==> config.mk <==
export PLATFORM = sky130hd
export DESIGN_NAME = joypad_emu
export DESIGN_NICKNAME = d
export VERILOG_FILES = /design/src/rtl/joypad_emu.sv
export SDC_FILE = /design/constraint.sdc
export NUM_CORES = 1
export LEC_CHECK = 0
export BUFFER_PORTS_ARGS = -buffer_cell sky130_fd_sc_hd__buf_2
export CAP_MARGIN = 40
export CORE_UTILIZATION = 41
export CTS_BUF_LIST = sky130_fd_sc_hd__clkbuf_8
export DETAILED_ROUTE_END_ITERATION = 6
export SLEW_MARGIN = 30
export SYNTH_ARGS = -nofsm -noshare
export SYNTH_HDL_FRONTEND = slang
export SYNTH_SLANG_ARGS = --single-unit
export TNS_END_PERCENT = 1
==> constraint.sdc <==
create_clock -name clk_in -period 4.02 [get_ports clk_in]
set_input_delay 0.201 -clock clk_in [delete_from_list [all_inputs] [get_ports clk_in]]
set_output_delay 0.201 -clock clk_in [all_outputs]
set_load 0.005 [all_outputs]
==> src/rtl/joypad_emu.sv <==
// NES pad responder: emulates the pad's parallel-in/serial-out shift register,
// fed by synchronised, debounced board buttons with optional A/B turbo.
module joypad_emu #(
  parameter int DEBOUNCE_CYCLES   = 500000,
  parameter int TURBO_HALF_PERIOD = 1666666
) (
  input  logic       clk_in,
  input  logic       nrst_in,
  input  logic [7:0] btn_in,
  input  logic [1:0] turbo_en_in,
  input  logic       jp_latch_in,
  input  logic       jp_clk_in,
  output logic       jp_data_out,
  output logic [7:0] btn_state_out,
  output logic [3:0] bit_cnt_out
);

  // state | meaning
  // IDLE  | after reset, waiting for the first latch
  // LOAD  | latch high, shreg tracks the effective buttons every cycle
  // SHIFT | latch released, each host clock rise shifts one button out
  // DONE  | eight bits shifted, further rises shift in 1s, count saturates
  typedef enum logic [1:0] {S_IDLE, S_LOAD, S_SHIFT, S_DONE} state_t;

  localparam int DW = $clog2(DEBOUNCE_CYCLES);
  localparam int TW = $clog2(TURBO_HALF_PERIOD) + 1;

  logic          latch_s1, latch_s;
  logic          hclk_s1, hclk_s, hclk_d;
  logic [7:0]    btn_s1, btn_s, btn_prev;
  logic [DW-1:0] deb_cnt;
  logic [TW-1:0] turbo_cnt;
  logic          turbo_phase;
  logic          deb_tick, turbo_tick, clk_rise;
  logic [7:0]    stable, eff;
  state_t        state, state_nxt;
  logic [7:0]    shreg, shreg_nxt;
  logic [3:0]    cnt_nxt;

  always_ff @(posedge clk_in or negedge nrst_in) begin
    if (!nrst_in) begin
      latch_s1 <= 1'b0;
      latch_s  <= 1'b0;
      hclk_s1  <= 1'b0;
      hclk_s   <= 1'b0;
      hclk_d   <= 1'b0;
      btn_s1   <= '0;
      btn_s    <= '0;
    end else begin
      latch_s1 <= jp_latch_in;
      latch_s  <= latch_s1;
      hclk_s1  <= jp_clk_in;
      hclk_s   <= hclk_s1;
      hclk_d   <= hclk_s;
      btn_s1   <= btn_in;
      btn_s    <= btn_s1;
    end
  end

  assign clk_rise   = hclk_s & ~hclk_d;
  assign deb_tick   = (deb_cnt == DW'(DEBOUNCE_CYCLES - 1));
  assign turbo_tick = (turbo_cnt == TW'(TURBO_HALF_PERIOD - 1));
  // A bit is accepted only if it read the same on two consecutive ticks
  assign stable     = ~(btn_s ^ btn_prev);

  always_ff @(posedge clk_in or negedge nrst_in) begin
    if (!nrst_in) begin
      deb_cnt       <= '0;
      btn_prev      <= '0;
      btn_state_out <= '0;
    end else begin
      deb_cnt <= deb_tick ? '0 : deb_cnt + 1'b1;
      if (deb_tick) begin
        btn_prev      <= btn_s;
        btn_state_out <= (btn_state_out & ~stable) | (btn_s & stable);
      end
    end
  end

  always_ff @(posedge clk_in or negedge nrst_in) begin
    if (!nrst_in) begin
      turbo_cnt   <= '0;
      turbo_phase <= 1'b1;
    end else begin
      turbo_cnt <= turbo_tick ? '0 : turbo_cnt + 1'b1;
      if (turbo_tick) turbo_phase <= ~turbo_phase;
    end
  end

  always_comb begin
    eff    = btn_state_out;
    eff[0] = btn_state_out[0] & (turbo_phase | ~turbo_en_in[0]);
    eff[1] = btn_state_out[1] & (turbo_phase | ~turbo_en_in[1]);
  end

  always_comb begin
    state_nxt = state;
    shreg_nxt = shreg;
    cnt_nxt   = bit_cnt_out;
    if (latch_s) begin
      state_nxt = S_LOAD;
      shreg_nxt = eff;
      cnt_nxt   = 4'd0;
    end else begin
      case (state)
        S_LOAD: state_nxt = S_SHIFT;
        S_SHIFT: begin
          if (clk_rise) begin
            shreg_nxt = {1'b1, shreg[7:1]};
            cnt_nxt   = bit_cnt_out + 4'd1;
            if (bit_cnt_out == 4'd7) state_nxt = S_DONE;
          end
        end
        S_DONE: begin
          if (clk_rise) shreg_nxt = {1'b1, shreg[7:1]};
        end
        default: ;
      endcase
    end
  end

  // Pin is registered from the next shreg value so a host edge shows up 3 cycles later
  always_ff @(posedge clk_in or negedge nrst_in) begin
    if (!nrst_in) begin
      state       <= S_IDLE;
      shreg       <= '0;
      bit_cnt_out <= '0;
      jp_data_out <= 1'b1;
    end else begin
      state       <= state_nxt;
      shreg       <= shreg_nxt;
      bit_cnt_out <= cnt_nxt;
      jp_data_out <= ~shreg_nxt[0];
    end
  end

endmodule
==> results of run 1 <==
-- area by class of cell --
cell class,count,area [µm²]
multi-input combinational,241,1560
fill,871,4750
clock buffer,10,138
tap,129,161
timing repair buffer,41,285
inverter,8,30.0
clock inverter,6,50.0
sequential,94,2350
-- worst reg2reg max path, cell delays in order (launching register included) --
cell and delay [ns]:
dfrtp_1 0.40, ha_1 0.21, and3_1 0.26, nand3_1 0.10, nor2_1 0.45, buf_4 0.30
mux2_2 0.35
-- through the flow --
stage	area (µm²)	total power [mW]	utilization
3_5_place_dp	4260	1.03	0.457
6_report	4580	1.62	0.491
3_3_place_gp	4260	1.03	0.457
2_1_floorplan	4000	0.996	-
4_1_cts	4560	1.63	0.489
5_1_grt	4580	1.68	0.491
-- report_power, final --
| group | switching [mW] | internal, mW |
|---|---|---|
| Sequential | 0.0107 | 0.960 |
| Clock | 0.348 | 0.252 |
| Combinational | 0.0254 | 0.0201 |
-- registers in the layout (all words and copies together) (netlist names), 2 cells and up, named ones only --
| name | cells |
|---|---|
| bit_cnt_out | 4 |
| btn_s1 | 8 |
| btn_prev | 8 |
| btn_s | 8 |
| shreg | 8 |
| state | 2 |
| deb_cnt | 19 |
| turbo_cnt | 22 |
-- what timing repair did --
| item | CTS | global route |
|---|---|---|
| setup endpoints to repair | 0 | 0 |
| hold endpoints to repair | 72 | 0 |
| hold buffers | 11 | 0 |
| gates resized for setup | 0 | 0 |
-- placed cells by master (no fill, tap or decap), types with 2 or more instances in the layout --
| master | count |
|---|---|
| clkbuf_8 | 10 |
| inv_6 | 3 |
| and4_1 | 3 |
| nor4_2 | 2 |
| o31ai_1 | 2 |
| nor4_1 | 11 |
| dlygate4sd3_1 | 11 |
| buf_4 | 4 |
| buf_2 | 25 |
| dfstp_2 | 2 |
| nor2_1 | 41 |
| ha_1 | 4 |
| mux2_2 | 9 |
| o21ai_0 | 25 |
| nand3_1 | 25 |
| mux2i_1 | 8 |
| nor4b_1 | 3 |
| nor3_1 | 5 |
| xor2_1 | 11 |
| nand4_1 | 21 |
| inv_1 | 8 |
| xnor2_1 | 25 |
| nand2_1 | 16 |
| nor4bb_1 | 2 |
| or4_4 | 2 |
| or4_1 | 2 |
| a21oi_1 | 5 |
| dfrtp_1 | 92 |
| and3_1 | 5 |
| nor2b_1 | 3 |
-- path summary, 6_finish.rpt --
path	from	endpoint	depth (start not counted)
setup / recovery	deb_cnt[0]$_DFF_PN0_	btn_prev[4]$_DFFE_PN0N_	6
hold / removal	turbo_en_in[1]	shreg[1]$_DFFE_PN0P_	4
setup reg to reg	deb_cnt[0]$_DFF_PN0_	btn_prev[4]$_DFFE_PN0N_	6
hold reg to reg	btn_s1[7]$_DFF_PN0_	btn_s[7]$_DFF_PN0_	0
max in group asynchronous	nrst_in	turbo_phase$_DFFE_PN1N_	3
min in group asynchronous	nrst_in	btn_s[3]$_DFF_PN0_	2
-- cells by family (layout without fill, tap and decap cells) --
family,Yosys count,in the layout,share of synthesized area
buffers and inverters,20,65,0.0200
and+or+nand+nor,149,149,0.206
xor gates and xnor gates,36,36,0.0789
muxes,17,17,0.0454
adders and majority gates,4,4,0.0125
AOI/OAI and AO/OA,35,35,0.0479
DFF,94,94,0.589
-- layer usage --
metal,track usage,routed length (µm)
met5,0,0
met4,0.0669,116
met3,0.0361,217
met2,0.251,3420
met1,0.221,3590
==> run_results.csv, run 1 <==
group,metric,value,unit
status,run_status,"finished clean",
placed_design,dp.final_hpwl,4890,µm
placed_design,place.gp.congestion,0.792,
placed_design,port-buffer-count,26,
timing,timing.final.ws_setup,1.85,ns
synth,synth_edf_count,0,
clock_network,ctsLongestPathBuffers,2,
grt,grt_max_degree,64,
synth,avgSynthCellArea,11.3,µm²
clock_network,numCtsBuffers,9,
die,die_height,101,µm
synth,syn-num-nets,373,
die,core_region_area,9330,µm²
critical_path,timing.critical_path.from_type,"flop",
placed_design,placed_cells,501,
power,ir_worst_vdd,0.135,mV
grt,grt.total_usage,0.162,
synth,netlist_top_cells_count,"92 x dfrtp_1, 41 x nor2_1, 25 x nand3_1, 25 x o21ai_0, 25 x xnor2_1",
layout,insertedDiodeCount,0,
synth,post_synth_inst_count,355,
timing,number_of_pins_exceeding_their_max_slew_limit_in_the_final_report,0,
clock_network,cts_max_level,3,
route,route.detailed.vias_per_inst,5.26,
clock_network,cts_clock_pin_slew_for_the_worst_setup_and_hold_paths,0.09,ns
route,drtAntennaViolNets,0,
critical_path,endpoint_kind,"flop",
synth,synth_flop_cell,"dfrtp_1",
synth,synth-warning-count,0,
synth,synth_largest_type_area_fraction,0.576,
synth,yosysUniqueCellTypes,39,
clock_network,clock-root-buffer,"clkbuf_8",
timing,timing.final.crit_period,2.17,ns
timing,final-hold-violation-count,0,
critical_path,cp_max_fo,11,
die,fp.dieArea,10100,µm²
critical_path,critical_path.n_buffers_inverters,1,
critical_path,cpMaxStageDelayCell,"nor2_1",
clock_network,cts_setup_buffers,0,
power,power-per-cell-area,353,nW/µm²
synth,yosysMostFrequentCell,"dfrtp_1",
grt,grt_antenna_before_repair,0,
layout,finish.cell_count_without_fillers,529,
timing,skew,0.00898,ns
die,die-width,101,µm
route,vias,2785,
die,num_io_pins,27,
die,placement_rows,35,
timing,timing.final.crit_share,0.541,
grt,grt_pass1_wl,12700,µm
route,drt_iter0_markers,172,
power,power.leakage,2.07,nW
timing,fmaxAchievable,460,MHz
timing,setup_viol_count_final,0,
critical_path,dominant_delay_contributor_by_cell_family_on_the_critical_path,"simple AND/OR/NAND/NOR gates",
timing,maxSlewHeadroom,0.554,
critical_path,critPathArrivalTime,2.42,ns
synth,portion_of_the_post_synthesis_area_used_by_sequential_elements,0.589,
route,routedWlPerCell,13.9,µm
clock_network,cts_sinks,94,
synth,synth.cell_area,4000,µm²
critical_path,criticalPathCategory,"flop to flop",
timing,fin_tns_setup,0,ns
route,post-route-drc-count,0,
timing,max_slew.worst_pin.slew,0.660,ns
synth,synth_seq_cells,94,
layout,areaGrowthSynthToFinish,14.6,%
clock_network,clock_insertion_delay_worst_skew,0.36,ns
placed_design,detailedPlace.worstSlack,1.86,ns
synth,synth.largest_area_cell,"dfrtp_1",
grt,grt_pass1_vias,2700,
critical_path,cp_data_required_time,4.27,ns
route,wl,7340,µm
timing,hold_slack,0.201,ns
synth,ys_async_sr_fraction,1.00,
hold_path,worstHoldPathType,"input pin to flop",
layout,num-nets-final,413,
die,starting_density_of_the_core,0.429,
clock_network,cts_tree,"built",
route,drt_pass1_iterations,4,
critical_path,max_stage_delay,0.45,ns
critical_path,r2r_setup_slack,1.85,ns
grt,grt-ovfl-total,0,
timing,grt_setup_unrepaired,"false",
layout,drive_above_1_share,0.163,
flow_run,max_cap_viol_count,0,
critical_path,ordered_cell_list_for_the_critical_path,"ha_1 > and3_1 > nand3_1 > nor2_1 > buf_4 > mux2_2",
synth,synth.area.top_cells,"dfrtp_1 58%, xnor2_1 5.5%, nor2_1 3.8%",
No activity file was read; power rests on OpenSTA's default activity.
==> run 2, diff against run 1 <==
==> constraint.sdc (replaced) <==
create_clock -name clk_in -period 2.03 [get_ports clk_in]
set_input_delay 0.1015 -clock clk_in [delete_from_list [all_inputs] [get_ports clk_in]]
set_output_delay 0.1015 -clock clk_in [all_outputs]
set_load 0.005 [all_outputs]
==> run 2 against run 1 <==
  * Register-to-register slack worse by 1.8 ns
  * Setup slack worse by 1.8 ns
  * Cell count grew 2.6%
  * Sequential share of layout area fell by 1.3 points
  * Die area is the same
  * Via count shrank 0.22%
  * Clock skew rose by 0.0024 ns
  * Clock power is 95% higher
  * Critical path type unchanged
  * Largest power group unchanged
==> run_results.csv, run 2 (synthesized netlist as in run 1, its figures left out) <==
group,metric,value,unit
route,drtAntennaViolNets,0,
timing,fin_tns_setup,0,ns
critical_path,timing.critical_path.from_type,"flop",
layout,drive_above_1_share,0.196,
route,drt_iter0_markers,132,
layout,layout.area.seq,2350,µm²
critical_path,critPathArrivalTime,2.24,ns
die,core_region_area,9330,µm²
clock_network,clock_insertion_delay_worst_skew,0.36,ns
layout,layout_commonest_cell,"dfrtp_1",
layout,stdcell_area,4700,µm²
placed_design,place.gp.congestion,0.858,
layout,areaGrowthSynthToFinish,17.6,%
layout,post-route-util,0.504,
timing,grt_setup_unrepaired,"false",
power,power.leakage,2.13,nW
grt,grt_max_degree,44,
hold_path,worstHoldPathType,"input pin to flop",
critical_path,worst_r2r_startpoint,"turbo_cnt[0]$_DFF_PN0_",
timing,setup_viol_count_final,0,
placed_design,dp.final_hpwl,5170,µm
grt,grt.total_usage,0.168,
timing,fmaxAchievable,514,MHz
clock_network,cts_sinks,94,
timing,skew,0.0113,ns
layout,insertedDiodeCount,0,
timing,final-hold-violation-count,0,
die,die-width,101,µm
clock_network,numCtsBuffers,9,
route,route.detailed.vias_per_inst,5.12,
critical_path,cp_max_fo,3,
power,switching_share,0.234,
critical_path,r2r_cell_count,5,
die,die_height,101,µm
grt,grt_pass1_vias,2723,
critical_path,worst_setup_path_endpoint,"turbo_cnt[20]$_DFF_PN0_",
placed_design,port-buffer-count,26,
power,combPwrFrac,0.029,
layout,largest_register_by_flop_count,"turbo_cnt",
die,starting_density_of_the_core,0.429,
die,fp.dieArea,10100,µm²
clock_network,cts_setup_buffers,0,
layout,reg_top3,"turbo_cnt (22), deb_cnt (19)",
route,drt_pass1_iterations,4,
route,post-route-drc-count,0,
layout,layout_common_cells,"92 x dfrtp_1, 41 x nor2_1",
power,power,3.19,mW
power,psw,0.746,mW
critical_path,cp_data_required_time,2.32,ns
clock_network,ctsLongestPathBuffers,2,
clock_network,clock-root-buffer,"clkbuf_8",
placed_design,detailedPlace.worstSlack,0.0332,ns
critical_path,worst_r2r_endpoint,"turbo_cnt[20]$_DFF_PN0_",
layout,largest_register_ffs,22,
route,vias,2779,
clock_network,cts_tree,"built",
critical_path,r2r_setup_slack,0.08,ns
flow_run,max_cap_viol_count,0,
power,power-per-cell-area,678,nW/µm²
grt,grt_antenna_before_repair,0,
layout,num-nets-final,427,
critical_path,endpoint_kind,"flop",
clock_network,cts_max_level,3,
status,run_status,"finished clean",
route,routedWlPerCell,13.9,µm
power,power.sequential.fraction,0.603,
power,ir_worst_vdd,0.291,mV
timing,timing.final.ws_setup,0.0838,ns
critical_path,crit_start,"turbo_cnt[0]$_DFF_PN0_",
timing,number_of_pins_exceeding_their_max_slew_limit_in_the_final_report,0,
layout,area_taken_by_multi_input_logic_gates,1570,µm²
power,internal-power,2.44,mW
timing,maxSlewHeadroom,0.582,
grt,grt-ovfl-total,0,
die,placement_rows,35,
die,num_io_pins,27,
timing,timing.final.crit_period,1.95,ns
clock_network,cts_clock_pin_slew_for_the_worst_setup_and_hold_paths,0.09,ns
route,wl,7550,µm
placed_design,placed_area,4390,µm²
timing,timing.final.crit_share,0.959,
layout,n_fill_cell,856,
timing,max_slew.worst_pin.slew,0.627,ns
critical_path,criticalPathCategory,"flop to flop",
grt,grt_pass1_wl,13100,µm
power,clkPwrFrac,0.368,
run 2: metrics by stage:
step | std cells | hold WS, ns
2_1_floorplan | 355 | -0.194
6_report | 543 | 0.0925
3_5_place_dp | 516 | 0.0519
3_3_place_gp | 516 | 0.0477
4_1_cts | 543 | 0.0805
5_1_grt | 543 | 0.159
run 2: worst min-delay path by stage:
stage,start,end,slack [ns],cells after the start
2_1_floorplan,nrst_in,asynchronous set/reset pin,-0.19,0
3_3_place_gp,nrst_in,btn_prev[3]$_DFFE_PN0N_,0.05,1
3_5_place_dp,nrst_in,btn_prev[2]$_DFFE_PN0N_,0.05,1
4_1_cts,turbo_en_in[1],shreg[1]$_DFFE_PN0P_,0.08,4
5_1_grt,turbo_en_in[1],shreg[1]$_DFFE_PN0P_,0.16,4
6_report,turbo_en_in[1],shreg[1]$_DFFE_PN0P_,0.09,4
run 2: area by class of cell:
cell class / instances / share of cell area
Clock inverter: 6 / 0.0114
Multi-Input combinational cell: 241 / 0.334
Timing Repair Buffer: 55 / 0.0831
Clock buffer: 10 / 0.0293
Inverter: 8 / 0.00639
Tap cell: 129 / 0.0343
Sequential cell: 94 / 0.501
run 2: power by group through the flow:
stage / logic, mW / registers [mW] / clock network, mW
after floorplan: 0.0225 / 1.95 / 0
after detailed placement: 0.0791 / 1.96 / 0
after CTS: 0.0958 / 1.92 / 1.22
after global routing: 0.107 / 1.93 / 1.29
final: 0.0922 / 1.92 / 1.17
after global placement: 0.0784 / 1.96 / 0
run 2: repair_timing:
| action | in CTS | in global routing |
|---|---|---|
| hold endpoints to repair | 37 | 0 |
| endpoints found under the setup margin | 0 | 2 |
| resized for setup | 0 | 2 |
| hold buffers | 11 | 0 |
run 2: per-layer routing:
metal	global-route usage	vias to the layer above	share of wire
li1	-	1366	-
met1	0.232	1351	0.49
met2	0.258	48	0.46
met3	0.0298	14	0.033
met4	0.0803	0	0.020
met5	0	-	0
run 2: critical path: stages, from the launching register on:
cell     delay (ns)
dfrtp_1        0.36
ha_2           0.23
nand4_4        0.11
or4_4          0.52
or4_4          0.53
a21oi_2        0.14
==> run 3, diff against run 2 <==
--- a/config.mk
+++ b/config.mk
@@ -7,7 +7,7 @@
 export LEC_CHECK = 0
 export BUFFER_PORTS_ARGS = -buffer_cell sky130_fd_sc_hd__buf_2
 export CAP_MARGIN = 40
-export CORE_UTILIZATION = 41
+export CORE_UTILIZATION = 35
 export CTS_BUF_LIST = sky130_fd_sc_hd__clkbuf_8
 export DETAILED_ROUTE_END_ITERATION = 6
 export SLEW_MARGIN = 30
==> run 3 against run 2 <==
  * Routed wire length shrank 2.2%
  * Register-to-register slack is essentially flat
  * Clock power is essentially flat
  * First-iteration DRC count grew 79%
  * Utilization shrank 7.6 points
  * Cell count grew 1.7%
  * Critical path type unchanged
  * Highest routed layer unchanged
==> run_results.csv, run 3 (synthesized netlist as in run 1, its figures left out) <==
group,metric,value,unit
grt,grt_antenna_before_repair,0,
placed_design,place.gp.congestion,0.801,
timing,timing.final.crit_share,0.962,
layout,areaGrowthSynthToFinish,17.6,%
critical_path,r2r_setup_slack,0.08,ns
critical_path,timing.critical_path.from_type,"flop",
hold_path,worstHoldPathType,"input pin to flop",
layout,n_fill_cell,1018,
layout,num-nets-final,425,
clock_network,cts_max_level,3,
placed_design,dp.final_hpwl,4990,µm
critical_path,critPathArrivalTime,2.24,ns
timing,number_of_pins_exceeding_their_max_slew_limit_in_the_final_report,0,
critical_path,critical_path.n_buffers_inverters,0,
timing,final-hold-violation-count,0,
timing,timing.final.crit_period,1.95,ns
clock_network,ctsLongestPathBuffers,2,
status,run_status,"finished clean",
route,route.detailed.vias_per_inst,5.05,
critical_path,r2r_cell_count,5,
critical_path,worst_r2r_endpoint,"turbo_cnt[20]$_DFF_PN0_",
power,power.leakage,2.13,nW
hold_path,hp-start,"turbo_en_in[1]",
clock_network,cts_setup_buffers,0,
route,drt_iter0_markers,236,
timing,setup_viol_count_final,0,
critical_path,max_stage_delay,0.53,ns
layout,insertedDiodeCount,0,
power,power,3.15,mW
grt,grt_max_degree,57,
clock_network,numCtsBuffers,9,
timing,skew,0.0123,ns
layout,area_taken_by_multi_input_logic_gates,1570,µm²
timing,maxSlewHeadroom,0.600,
die,die-width,109,µm
clock_network,cts_tree,"built",
hold_path,timing.hold.worst_path_depth,4,
grt,grt_pass1_vias,2725,
die,core_region_area,11000,µm²
critical_path,endpoint_kind,"flop",
die,starting_density_of_the_core,0.364,
placed_design,detailedPlace.worstSlack,0.0499,ns
critical_path,cpMaxStageDelayCell,"or4_4",
route,wl,7390,µm
flow_run,max_cap_viol_count,0,
critical_path,ordered_cell_list_for_the_critical_path,"ha_2 > nand4_4 > or4_4 > or4_4 > a21oi_2",
critical_path,cp_max_fo,3,
timing,fin_tns_setup,0,ns
route,drtAntennaViolNets,0,
clock_network,cts_sinks,94,
critical_path,cp_common_cell,"or4_4",
layout,reg_top3,"turbo_cnt (22), deb_cnt (19)",
die,placement_rows,38,
critical_path,worst_r2r_startpoint,"turbo_cnt[0]$_DFF_PN0_",
power,ir_worst_vdd,0.308,mV
critical_path,dominant_delay_contributor_by_cell_family_on_the_critical_path,"simple AND/OR/NAND/NOR gates",
clock_network,cts_clock_pin_slew_for_the_worst_setup_and_hold_paths,0.09,ns
timing,max_slew.worst_pin.slew,0.601,ns
placed_design,port-buffer-count,26,
critical_path,cp_data_required_time,2.31,ns
timing,hold_slack,0.106,ns
layout,layout.area.seq,2350,µm²
hold_path,hold_path_end,"shreg[1]$_DFFE_PN0P_",
die,num_io_pins,27,
route,vias,2789,
grt,grt.total_usage,0.143,
layout,largest_register_by_flop_count,"turbo_cnt",
timing,grt_setup_unrepaired,"false",
die,die_height,109,µm
critical_path,criticalPathCategory,"flop to flop",
layout,largest_register_ffs,22,
layout,drive_above_1_share,0.187,
grt,grt-ovfl-total,0,
grt,grt_pass1_wl,13000,µm
clock_network,clock_insertion_delay_worst_skew,0.36,ns
timing,timing.final.ws_setup,0.0771,ns
layout,layout_commonest_cell,"dfrtp_1",
route,routedWlPerCell,13.4,µm
route,drt_pass1_iterations,4,
route,post-route-drc-count,0,
power,power-per-cell-area,671,nW/µm²
die,fp.dieArea,11900,µm²
timing,fmaxAchievable,512,MHz
clock_network,clock-root-buffer,"clkbuf_8",
layout,layout_common_cells,"92 x dfrtp_1, 41 x nor2_1",
-- run 3: layout make-up --
class | count | area share
inverter | 8 | 0.00639
sequential | 94 | 0.501
timing repair buffer | 53 | 0.0825
clock inverter | 5 | 0.00745
multi-input combinational | 241 | 0.333
tap | 140 | 0.0373
clock buffer | 11 | 0.0322
-- run 3: report_power, final --
part	total [mW]	internal (mW)	switching (mW)
Sequential	1.92	1.90	0.0208
Combinational	0.0903	0.0398	0.0505
Clock	1.14	0.510	0.633
-- run 3: worst max-delay path by stage --
| stage | start | end | slack (ns) | depth (start not counted) |
|---|---|---|---|---|
| after floorplan | turbo_cnt[0]$_DFF_PN0_ | turbo_cnt[20]$_DFF_PN0_ | 0.01 | 5 |
| after global placement | turbo_cnt[0]$_DFF_PN0_ | turbo_cnt[20]$_DFF_PN0_ | 0.09 | 5 |
| after detailed placement | turbo_cnt[0]$_DFF_PN0_ | turbo_cnt[20]$_DFF_PN0_ | 0.05 | 5 |
| after CTS | turbo_cnt[0]$_DFF_PN0_ | turbo_cnt[20]$_DFF_PN0_ | 0.04 | 5 |
| after global routing | turbo_cnt[0]$_DFF_PN0_ | turbo_cnt[20]$_DFF_PN0_ | 0.02 | 5 |
| final | turbo_cnt[0]$_DFF_PN0_ | turbo_cnt[20]$_DFF_PN0_ | 0.08 | 5 |
-- run 3: metrics by stage --
stage / util / instances / instance area [µm²]
after floorplan: - / 355 / 4000
after global placement: 0.401 / 525 / 4400
after detailed placement: 0.401 / 525 / 4400
after CTS: 0.428 / 552 / 4700
after global routing: 0.428 / 552 / 4700
final: 0.428 / 552 / 4700
-- run 3: metal layers --
metal	global-route usage	vias to the layer above	part of all wire
li1	-	1363	-
met1	0.187	1368	0.49
met2	0.226	50	0.46
met3	0.0359	8	0.031
met4	0.0608	0	0.019
met5	0	-	0
-- run 3: timing repair --
action | in CTS | in global routing
hold buffers | 11 | 0
endpoints found under the setup margin | 0 | 1
endpoints found under the hold margin | 48 | 0
resized for setup | 0 | 1
-- run 3: worst reg2reg max path, cell delays in order (launching register included) --
cell and delay, ns:
dfrtp_1 0.37, ha_2 0.23, nand4_4 0.11, or4_4 0.52, or4_4 0.53, a21oi_2 0.14
